File: config.mk
export PLATFORM = sky130hd
export DESIGN_NAME = pc_fetch_unit
export DESIGN_NICKNAME = d
export VERILOG_FILES = /design/src/rtl/pc_fetch_unit.sv
export SDC_FILE = /design/constraint.sdc
export NUM_CORES = 1
export LEC_CHECK = 0
export BUFFER_PORTS_ARGS = -buffer_cell sky130_fd_sc_hd__clkbuf_2
export CELL_PAD_IN_SITES_DETAIL_PLACEMENT = 1
export CELL_PAD_IN_SITES_GLOBAL_PLACEMENT = 2
export CORE_ASPECT_RATIO = 0.9
export CORE_MARGIN = 2
export CORE_UTILIZATION = 31
export CTS_BUF_LIST = sky130_fd_sc_hd__clkbuf_4
export CTS_CLUSTER_SIZE = 14
export DETAILED_ROUTE_END_ITERATION = 6
export HOLD_SLACK_MARGIN = 0.15
export PLACE_DENSITY_LB_ADDON = 0.1
export SLEW_MARGIN = 20
export SYNTH_ARGS = -nofsm -noshare
export SYNTH_HDL_FRONTEND = slang
export SYNTH_SLANG_ARGS = --single-unit
File: constraint.sdc
create_clock -name clk -period 5.9 [get_ports clk]
set_clock_uncertainty 0.2 [all_clocks]
set_input_delay 0.59 -clock clk [delete_from_list [all_inputs] [get_ports clk]]
set_output_delay 0.59 -clock clk [all_outputs]
set_load 0.05 [all_outputs]
File: src/rtl/pc_fetch_unit.sv
// Instruction fetch stage: PC register, start-up sequencing and the IF/ID pipeline register.
// Fetches from a zero-latency instruction memory and flags misaligned or out-of-range fetches.
module pc_fetch_unit #(
  parameter logic [31:0] RESET_PC   = 32'h0000_0000,
  parameter int unsigned IMEM_BYTES = 8192
) (
  input  logic        clk,
  input  logic        rst,
  input  logic        stall_if,
  input  logic        stall_id,
  input  logic        branch_flag,
  input  logic [31:0] branch_target,
  input  logic        flush,
  input  logic [31:0] new_pc,
  input  logic [31:0] rom_inst,
  output logic        rom_ce,
  output logic [31:0] rom_addr,
  output logic [31:0] id_pc,
  output logic [31:0] id_inst,
  output logic        id_fetch_err,
  output logic [31:0] fetch_count
);

  typedef enum logic [1:0] {StReset, StStart, StRun} state_e;

  state_e      state_q, state_d;
  logic        rom_ce_q;
  logic        run;
  logic [31:0] pc_q, pc_d;
  logic [31:0] id_pc_q, id_pc_d;
  logic [31:0] id_inst_q, id_inst_d;
  logic        id_err_q, id_err_d;
  logic [31:0] cnt_q, cnt_d;
  logic        fetch_err;

  // State register; rom_ce is flopped from the next state so it is glitch-free.
  always_ff @(posedge clk) begin
    if (rst) begin
      state_q  <= StReset;
      rom_ce_q <= 1'b0;
    end else begin
      state_q  <= state_d;
      rom_ce_q <= (state_d == StRun);
    end
  end

  always_comb begin
    state_d = state_q;
    unique case (state_q)
      StReset: state_d = StStart;
      StStart: state_d = StRun;
      StRun:   state_d = StRun;
      default: state_d = StReset;
    endcase
  end

  always_comb begin
    run    = (state_q == StRun);
    rom_ce = rom_ce_q;
  end

  assign rom_addr  = pc_q;
  assign fetch_err = (pc_q[1:0] != 2'b00) || (pc_q >= 32'(IMEM_BYTES));

  // flush outranks stall_if; a branch is only accepted once the stall clears.
  always_comb begin
    pc_d = pc_q;
    if (run) begin
      if (flush)            pc_d = new_pc;
      else if (stall_if)    pc_d = pc_q;
      else if (branch_flag) pc_d = branch_target;
      else                  pc_d = pc_q + 32'd4;
    end
  end

  always_comb begin
    id_pc_d   = id_pc_q;
    id_inst_d = id_inst_q;
    id_err_d  = id_err_q;
    cnt_d     = cnt_q;
    if (flush || !run) begin
      id_pc_d   = '0;
      id_inst_d = '0;
      id_err_d  = 1'b0;
    end else if (stall_id) begin
      id_pc_d   = id_pc_q;
    end else if (stall_if) begin
      id_pc_d   = '0;
      id_inst_d = '0;
      id_err_d  = 1'b0;
    end else begin
      id_pc_d   = pc_q;
      id_inst_d = fetch_err ? 32'd0 : rom_inst;
      id_err_d  = fetch_err;
      cnt_d     = cnt_q + 32'd1;
    end
  end

  always_ff @(posedge clk) begin
    if (rst) begin
      pc_q      <= RESET_PC;
      id_pc_q   <= '0;
      id_inst_q <= '0;
      id_err_q  <= 1'b0;
      cnt_q     <= '0;
    end else begin
      pc_q      <= pc_d;
      id_pc_q   <= id_pc_d;
      id_inst_q <= id_inst_d;
      id_err_q  <= id_err_d;
      cnt_q     <= cnt_d;
    end
  end

  assign id_pc        = id_pc_q;
  assign id_inst      = id_inst_q;
  assign id_fetch_err = id_err_q;
  assign fetch_count  = cnt_q;

endmodule

**Word-level counts from Yosys, hierarchy flattened**

Index checks and enable logic that the tools add are counted.

- Add/subtract/negate cells: 2
- $lt $le $gt $ge: 1
- Eq/ne operators: 4
- Mux-type cells: 8
- Bitwise logic cells: 3
- Reductions and logical operators: 9

Operators with widths:

| cell | count |
|---|---|
| two-way mux 32 bit | 6 |
| adder 32 x 1 -> 32 bit (second input constant) | 1 |
| adder 32 x 3 -> 32 bit (second input constant) | 1 |
| greater-or-equal comparator 32 x 14 -> 1 bit (second input constant) | 1 |
| == test 2 bit (second input constant) | 2 |
| one-hot mux 2 bit (2 select lines) | 1 |
| OR reduction 2 bit | 2 |
| NOT 1 bit | 3 |
| AND reduction 3 bit | 1 |
| == test 2 x 1 -> 1 bit (second input constant) | 1 |
| zero test 2 bit | 1 |
| logical OR 1 bit | 2 |
| inequality test 2 x 1 -> 1 bit (second input constant) | 1 |
| AND reduction 2 bit | 1 |
| nonzero test 2 bit | 1 |
| zero test 1 bit | 1 |
| two-way mux 1 bit | 1 |

- Bits in registers: 132
- Output and inout bits: 130
- Word-level logic and storage cells: 34

**Depth between registers and ports, before layout**

Gate-level depths: netlist of the first run.

- Depth after elaboration: 5
- Mapped depth: 9
- Depth with buffers taken out: 7

**Worst setup path after synthesis of the first run**

OpenSTA, ideal clock, no wires.

- Path type: register to register
- Start point: register state_q[1]
- End point: register cnt_q[29], in the netlist fetch_count[29]
- Arrival: 2.119 ns
- Path slack: 3.453 ns
- Stages on the path, launching flop included: 8
- Clock period less this slack: 2.447 ns
- Path through: dfxtp_1 -> ha_1 -> nor4b_4 -> nand4_2 -> buf_4 -> nor4_4 -> xnor2_1 -> nor2_1

- Cells in the longest elaborated chain, start to end: 5

Ends and longest elaborated chain:

| item | RTL line | RTL |
|---|---|---|
| from (decl) | 26 | `state_e state_q, state_d;` |
| from (signal assigned) | 39 | `state_q <= StReset;` |
| from (signal assigned) | 42 | `state_q <= state_d;` |
| == test 2 bit | 58 | `run = (state_q == StRun);` |
| zero test 1 bit | 81 | `if (flush \|\| !run) begin` |
| logical OR 1 bit | 81 |  |
| NOT 1 bit (no line) | -- |  |
| AND reduction 3 bit (no line) | -- |  |
| to (signal assigned) | 111 | `cnt_q <= cnt_d;` |
| to (decl) | 33 | `logic [31:0] cnt_q, cnt_d;` |

Every way passes these cells.
A chain may end at the register's enable or synchronous reset.

**Worst setup path after layout of the first run**

- Start point: register pc_q[13], in the netlist rom_addr[13]
- End point: register pc_q[28], in the netlist rom_addr[28]

- Cells in the longest elaborated chain, start to end: 4

Ends and longest elaborated chain:

| item | RTL line | RTL |
|---|---|---|
| from (decl) | 29 | `logic [31:0] pc_q, pc_d;` |
| from (signal assigned) | 107 | `pc_q <= pc_d;` |
| adder 32 x 3 -> 32 bit | 72 | `else pc_d = pc_q + 32'd4;` |
| two-way mux 32 bit | 71 | `else if (branch_flag) pc_d = branch_target;` |
| two-way mux 32 bit | 70 | `else if (stall_if) pc_d = pc_q;` |
| two-way mux 32 bit | 69 | `if (flush) pc_d = new_pc;` |

Every way passes these cells. The select of a mux whose other input is x is not followed.

==> summary.md, run 1 <==
| Metric | Value |
|---|---|
| Outcome | `finished, final reports clean` |
| Crit path to | `rom_addr[28]` |
| Fillers | `2366` |
| Reg2reg end | `rom_addr[28]` |
| Setup tns final | `0 ns` |
| Placement Setup Slack | `2.57 ns` |
| # resized after CTS | `0` |
| Final nets | `1058` |
| Post-Syn Nets | `815` |
| Die ar. | `20600 um2` |
| Overflow after GRT | `0` |
| Worst setup startpoint | `rom_addr[13]` |
| Initial core utilization | `0.315` |
| Fraction of layout cells with a size suffix above 1 | `0.313` |
| Syn Inst Count | `708` |
| First-pass GRT wire length | `35000 um` |
| Setup Viol. Count Final | `0` |
| Tmin final | `2.82 ns` |
| Reg2Reg Depth | `5` |
| Largest family of logic cells by synthesized area | `simple AND/OR/NAND/NOR gates` |
| Switch Pwr | `0.000660 W` |
| RSZ-0062 raised after global routing | `no` |
| Chip width | `151 um` |
| Arrival @ worst endpoint | `3.05 ns` |
| Clk pwr share | `0.326` |
| Leak | `3.17 nW` |
| Max FO, Critical Path | `11` |
| H-tree levels | `4` |
| Tcrit/Tclk final | `0.477` |
| Pin count of the biggest net entering global routing | `68` |
| Worst Tran Pin Value | `0.995 ns` |
| DRC Markers | `0` |
| Avg WL per Cell | `18.6 um` |
| Final-report hold violation count | `0` |
| Clk_lat worst skew | `0.56 ns` |
| CTS Sinks | `131` |
| Via count | `6492` |
| IO Count | `232` |
| Logic pwr share | `0.185` |
| Antenna violations before repair | `1` |
| Power Internal | `0.00129 W` |
| Sequential power share | `0.489` |
| Post-DP HPWL | `15700 um` |
| Hold depth | `4` |
| Port bufs | `231` |
| Sw frac | `0.339` |
| Worst reg2reg setup slack | `3.08 ns` |
| Commonest register cell after synthesis | `dfxtp_1` |
| Max Slew Vio Count | `0` |
| Peak supply drop | `0.122 mV` |
| Hold crit path type | `input port to flop` |
| Reg-to-reg startpoint | `rom_addr[13]` |
| Mux cell area share after synthesis | `0.00829` |
| Final ANT Viol Nets | `0` |
| GRT Total Usage | `0.216` |
| F_max | `0.355 GHz` |
| Crit start category | `flop` |
| Area contributors post-synth | `dfxtp_1 (43%), a22oi_1 (9.4%), nor2_1 (8.3%)` |
| Synth warn | `0` |
| Simple logic cell fraction of the synthesized area | `0.251` |
| Core Rows | `48` |
| Synth Area in Compound Gates | `0.202` |
| Pre-antenna DRT Iters | `5` |
| Core Region | `19200 um2` |
| Mapped cell area | `6040 um2` |
| Placed inst area | `7370 um2` |
| Max_slew headroom | `0.336` |
| Maximum root-to-sink buffer count | `2` |
| Die Ht | `136 um` |
| Post-synthesis xor/xnor area fraction | `0.0435` |
| Commonest non-fill, non-tap cell in the layout | `clkbuf_2` |
| Gpl congestion | `0.768` |
| Power Dens Cells | `242 nW/um2` |
| Most frequent cells in the layout | `clkbuf_2 (231), nor2_1 (133), dfxtp_1 (131)` |
| Postcts setup bufs | `0` |
| WS Path Type | `flop to flop` |
| Post-synthesis cell type with the largest combined area | `dfxtp_1` |
| Initial DRC count | `252` |
| Final setup slack of the worst path | `3.08 ns` |
| FFs w/ async S/R, synth | `0` |
| Setup crit end kind | `flop` |
| Worst-path clk slew | `0.14 ns` |
| Seq/Total Area, Yosys | `0.434` |
| Synth Area per Inst | `8.53 um2` |
| Root Buffer | `clkbuf_4` |
| Worst path required time | `6.13 ns` |
| Via/cell ratio | `5.34` |
| CTS tree | `yes` |
| Max-cap violation count | `0` |
| Design Area, Final | `8050 um2` |
| WL final | `22600 um` |
| Vias in the first global route | `6490` |
| Syn-to-layout area delta | `33.2%` |
| Power Total | `0.00195 W` |
| #FFs+latches synth | `131` |
| EDFF count, synth | `0` |
| Synth Area in Adders | `0.0104` |
| CTS buffer count | `17` |
| Yosys top cell area share | `0.434` |
| Unique masters post-synth | `55` |
| Worst hold margin | `0.186 ns` |
## registers in the layout, indices dropped and copies added (netlist names)
signal	cells
state_q	2
id_pc	32
id_fetch_err	1
rom_addr	32
id_inst	32
fetch_count	32
## Yosys cell counts (3+ instances only)
library cell    n
a22o_1          3
nand3_1        29
clkbuf_1       31
and4_1          7
nor4_2          7
inv_1          20
nand2_1        37
o311ai_0        4
ha_1            5
xnor2_1        27
mux2i_1         5
and3_1          6
nor3_2          6
or4_1           3
nand4_2         5
a22oi_1        76
nor2_1        134
o211ai_1        8
a221oi_1        5
xor2_1          3
o21ai_0        18
o22ai_1         5
nand4_1        13
nor3_1         15
a31oi_1         5
buf_1          10
dfxtp_1       131
nor2b_1         3
a221o_1         5
nor4_1         15
buf_2          11
a21oi_1        20
and2_1          4
a31o_2          3
## worst min-delay path by stage
| stage | endpoint | slack, ns | start |
|---|---|---|---|
| after detailed placement | id_fetch_err | 0.27 | id_fetch_err |
| final | rom_addr[23] | 0.19 | new_pc[23] |
| after floorplan | state_q[1] | 0.39 | state_q[0] |
| after CTS | rom_addr[23] | 0.15 | new_pc[23] |
| after global placement | id_fetch_err | 0.26 | id_fetch_err |
| after global routing | rom_addr[6] | 0.15 | new_pc[6] |
## metal layers
metal  wire, um  share of wire  track usage
met1      10600           0.47        0.291
met2      10400           0.46        0.347
met3       1380          0.061       0.0537
met4        240          0.011       0.0550
met5          0              0            0
## what timing repair did
| action | 4_1_cts | 5_1_grt |
|---|---|---|
| setup endpoints to repair | 0 | 0 |
| hold buffers | 38 | 0 |
| endpoints found under the hold margin | 37 | 0 |
## logic make-up after synthesis
kind of cell	after synthesis
AND/OR/NAND/NOR	293
AO/OA/AOI/OAI	169
flip-flops	131
buffers and inverters	75
XOR/XNOR	30
multiplexers	5
adder cells (fa/ha/maj)	5
## stage by stage
| stage | util | instances |
|---|---|---|
| after global routing | 0.420 | 1215 |
| after detailed placement | 0.385 | 1144 |
| after CTS | 0.420 | 1214 |
| after floorplan | - | 708 |
| final | 0.420 | 1215 |
| after global placement | 0.385 | 1144 |
## power groups by stage
stage	Combinational [W]	Clock, W	Sequential, W
3_3_place_gp	0.000335	0	0.000971
2_1_floorplan	0.000158	0	0.00103
4_1_cts	0.000364	0.000656	0.000953
6_report	0.000361	0.000637	0.000953
3_5_place_dp	0.000342	0	0.000973
5_1_grt	0.000393	0.000697	0.000958
## final cells by class
cell class | count | area [um2] | share of cell area
Antenna cell | 1 | 2.50 | 0.000311
Clock buffer | 18 | 135 | 0.0168
Clock inverter | 14 | 151 | 0.0188
Inverter | 21 | 78.8 | 0.00980
Multi-Input combinational cell | 502 | 3140 | 0.390
Sequential cell | 131 | 2620 | 0.326
Tap cell | 250 | 313 | 0.0389
Timing Repair Buffer | 278 | 1600 | 0.199
## worst max-delay path, stage by stage (launching register included)
cell and delay, ns:
dfxtp_1 0.65, nand4_2 0.28, nor4_1 0.69, nand2_1 0.29, o311ai_0 0.39, o221ai_1 0.19
Power figures use the tool's default switching activity.
==> inputs of run 2 (changes only) <==
--- a/config.mk
+++ b/config.mk
@@ -10,7 +10,7 @@
 export CELL_PAD_IN_SITES_GLOBAL_PLACEMENT = 2
 export CORE_ASPECT_RATIO = 0.9
 export CORE_MARGIN = 2
-export CORE_UTILIZATION = 31
+export CORE_UTILIZATION = 28
 export CTS_BUF_LIST = sky130_fd_sc_hd__clkbuf_4
 export CTS_CLUSTER_SIZE = 14
 export DETAILED_ROUTE_END_ITERATION = 6
==> constraint.sdc (replaced) <==
create_clock -name clk -period 2.8 [get_ports clk]
set_clock_uncertainty 0.2 [all_clocks]
set_input_delay 0.28 -clock clk [delete_from_list [all_inputs] [get_ports clk]]
set_output_delay 0.28 -clock clk [all_outputs]
set_load 0.05 [all_outputs]
==> summary.md, run 2 (synthesis gave the netlist of run 1 again) <==
| Metric | Value |
|---|---|
| Die Ht | `143 um (+5.1%)` |
| Postcts setup bufs | `0 (unchanged)` |
| Setup tns final | `0 ns (unchanged)` |
| Overflow after GRT | `0 (unchanged)` |
| WS Path Type | `flop to flop` |
| Setup Viol. Count Final | `0 (unchanged)` |
| Pre-antenna DRT Iters | `7 (+2)` |
| Chip width | `159 um (+5.1%)` |
| Max FO, Critical Path | `8 (-3)` |
| CP delay by family, top | `buffers and inverters` |
| Max_slew headroom | `0.459 (+0.123)` |
| Final ANT Viol Nets | `0 (unchanged)` |
| H-tree levels | `4 (unchanged)` |
| Initial DRC count | `309 (+23%)` |
| IO Count | `232 (unchanged)` |
| Outcome | `finished, violations left` |
| Clk pwr share | `0.347 (+0.021)` |
| Multi-input logic area | `3140 um2 (about the same)` |
| Sequential power share | `0.450 (-0.039)` |
| F_max | `0.383 GHz (+7.8%)` |
| Antenna violations before repair | `0 (-1)` |
| Logic pwr share | `0.203 (+0.018)` |
| Worst setup startpoint | `rom_addr[6]` |
| FF/Latch Area | `2630 um2 (+0.14%)` |
| Commonest non-fill, non-tap cell in the layout | `clkbuf_2` |
| Power Dens Cells | `496 nW/um2 (+100%)` |
| Clk_lat worst skew | `0.55 ns (about the same)` |
| WP buf/inv | `2 (+2)` |
| Critical path, cell by cell | `nand3_2 > nor4_1 > buf_4 > nand3_1 > a221o_1 > dlygate4sd3_1 > nand2_1` |
| Worst-path clk slew | `0.13 ns (about the same)` |
| Crit-path max cell delay | `0.56 ns (-0.13 ns)` |
| Power Internal | `0.00300 W (+130%)` |
| Via count | `6779 (+4.4%)` |
| Worst path slowest cell | `dfxtp_1` |
| CTS buffer count | `17 (unchanged)` |
| Most frequent cells in the layout | `clkbuf_2 (231), nor2_1 (133), dfxtp_1 (128)` |
| Vias in the first global route | `6967 (+7.3%)` |
| GRT Total Usage | `0.214 (-0.00225)` |
| Fraction of layout cells with a size suffix above 1 | `0.313 (-0.000659)` |
| Worst Hold Launch | `id_fetch_err` |
| Avg WL per Cell | `18.3 um (-2.1%)` |
| Sw frac | `0.324 (-0.0146)` |
| Reg-to-reg startpoint | `rom_addr[6]` |
| Hold crit path type | `flop to flop` |
| Root Buffer | `clkbuf_4` |
| Final nets | `1140 (+7.8%)` |
| Tmin final | `2.61 ns (-0.204 ns)` |
| Core Region | `21000 um2 (+9.4%)` |
| Crit start category | `flop` |
| Max Slew Vio Count | `0 (unchanged)` |
| Post-DP HPWL | `16900 um (+7.5%)` |
| Via/cell ratio | `5.09 (-4.8%)` |
| Switch Pwr | `0.00144 W (+120%)` |
| Worst Tran Pin Value | `0.811 ns (-0.184 ns)` |
| DRC Markers | `1 (+1)` |
| Die ar. | `22800 um2 (+10%)` |
| Initial core utilization | `0.288 (-0.0271)` |
| Fillers | `2535 (+7.1%)` |
| Final-report hold violation count | `0 (unchanged)` |
| Maximum root-to-sink buffer count | `2 (unchanged)` |
| Worst path required time | `3.10 ns (-3.03 ns)` |
| Port bufs | `231 (unchanged)` |
| Syn-to-layout area delta | `48.1%` |
| Max-cap violation count | `0 (unchanged)` |
| CTS tree | `yes` |
| Core Rows | `50 (+4.2%)` |
| CTS Sinks | `131 (unchanged)` |
| Worst hold margin | `0.294 ns (+0.107 ns)` |
| First-pass GRT wire length | `38600 um (+10%)` |
| Setup crit end kind | `flop` |
| Gpl congestion | `0.787 (+2.5%)` |
| Peak supply drop | `0.246 mV (+100%)` |
| RSZ-0062 raised after global routing | `no` |
| Tcrit/Tclk final | `0.933 (+0.456)` |
| Failing checks | `DRC` |
| Pin count of the biggest net entering global routing | `68 (unchanged)` |
| Arrival @ worst endpoint | `2.91 ns (-0.14 ns)` |
| Leak | `3.56 nW (+12%)` |
| WL final | `24300 um (+7.5%)` |
==> run 2: changes by cell type in the layout (fill, tap and decap cells not counted), moves of 2 or more <==
cell and delta:
bufinv_16 +2, clkinvlp_4 -4, inv_6 -2, clkinv_4 +5
buf_4 +18, dlygate4sd3_1 +62, dfxtp_2 +3, buf_12 +2
dfxtp_1 -3
==> run 2: metrics by stage <==
stage / cells / worst slack [ns] / utilization / cell area (um2) / total power [W]
2_1_floorplan: 708 / 0.353 / - / 6040 / 0.00250
3_3_place_gp: 1200 / 0.521 / 0.362 / 7590 / 0.00280
3_5_place_dp: 1200 / 0.403 / 0.362 / 7590 / 0.00281
4_1_cts: 1332 / 0.100 / 0.426 / 8930 / 0.00450
5_1_grt: 1332 / 0.0157 / 0.427 / 8940 / 0.00466
6_report: 1333 / 0.187 / 0.427 / 8940 / 0.00444
==> run 2: worst paths after layout <==
check | end | slack [ns] | depth (start not counted)
max | rom_addr[23] | 0.19 | 7
min | id_fetch_err | 0.29 | 2
max reg2reg | rom_addr[23] | 0.19 | 7
min reg2reg | id_fetch_err | 0.29 | 2
==> run 2: area by class of cell <==
cell class,instances,share of cell area
well taps,286,0.0400
repair buffers,360,0.268
clock buffers,18,0.0151
flip-flops and latches,131,0.294
multi-input cells,502,0.351
diodes,1,0.000280
clock inverters,14,0.0228
inverters,21,0.00881
==> run 2: timing repair <==
action | CTS | global route
endpoints found under the setup margin | 0 | 4
endpoints found under the hold margin | 70 | 0
gates resized for setup | 0 | 6
hold buffers | 100 | 0
==> run 2: routing by layer <==
metal	GRT usage	wire, um
met5	0	0
met4	0.0589	301
met3	0.0511	1390
met2	0.356	11300
met1	0.279	11300
==> run 2: power groups by stage <==
stage / combinational, W / clock [W] / sequential [W]
floorplan: 0.000334 / 0 / 0.00216
global placement: 0.000762 / 0 / 0.00203
detailed placement: 0.000775 / 0 / 0.00204
CTS: 0.000902 / 0.00160 / 0.00200
global route: 0.000973 / 0.00168 / 0.00201
finish: 0.000902 / 0.00154 / 0.00200
==> run 2: tightest hold or removal path, cell delays in order, from the launching register on <==
cell	delay (ns)
dfxtp_1	0.34
nand2_1	0.06
a21oi_1	0.06
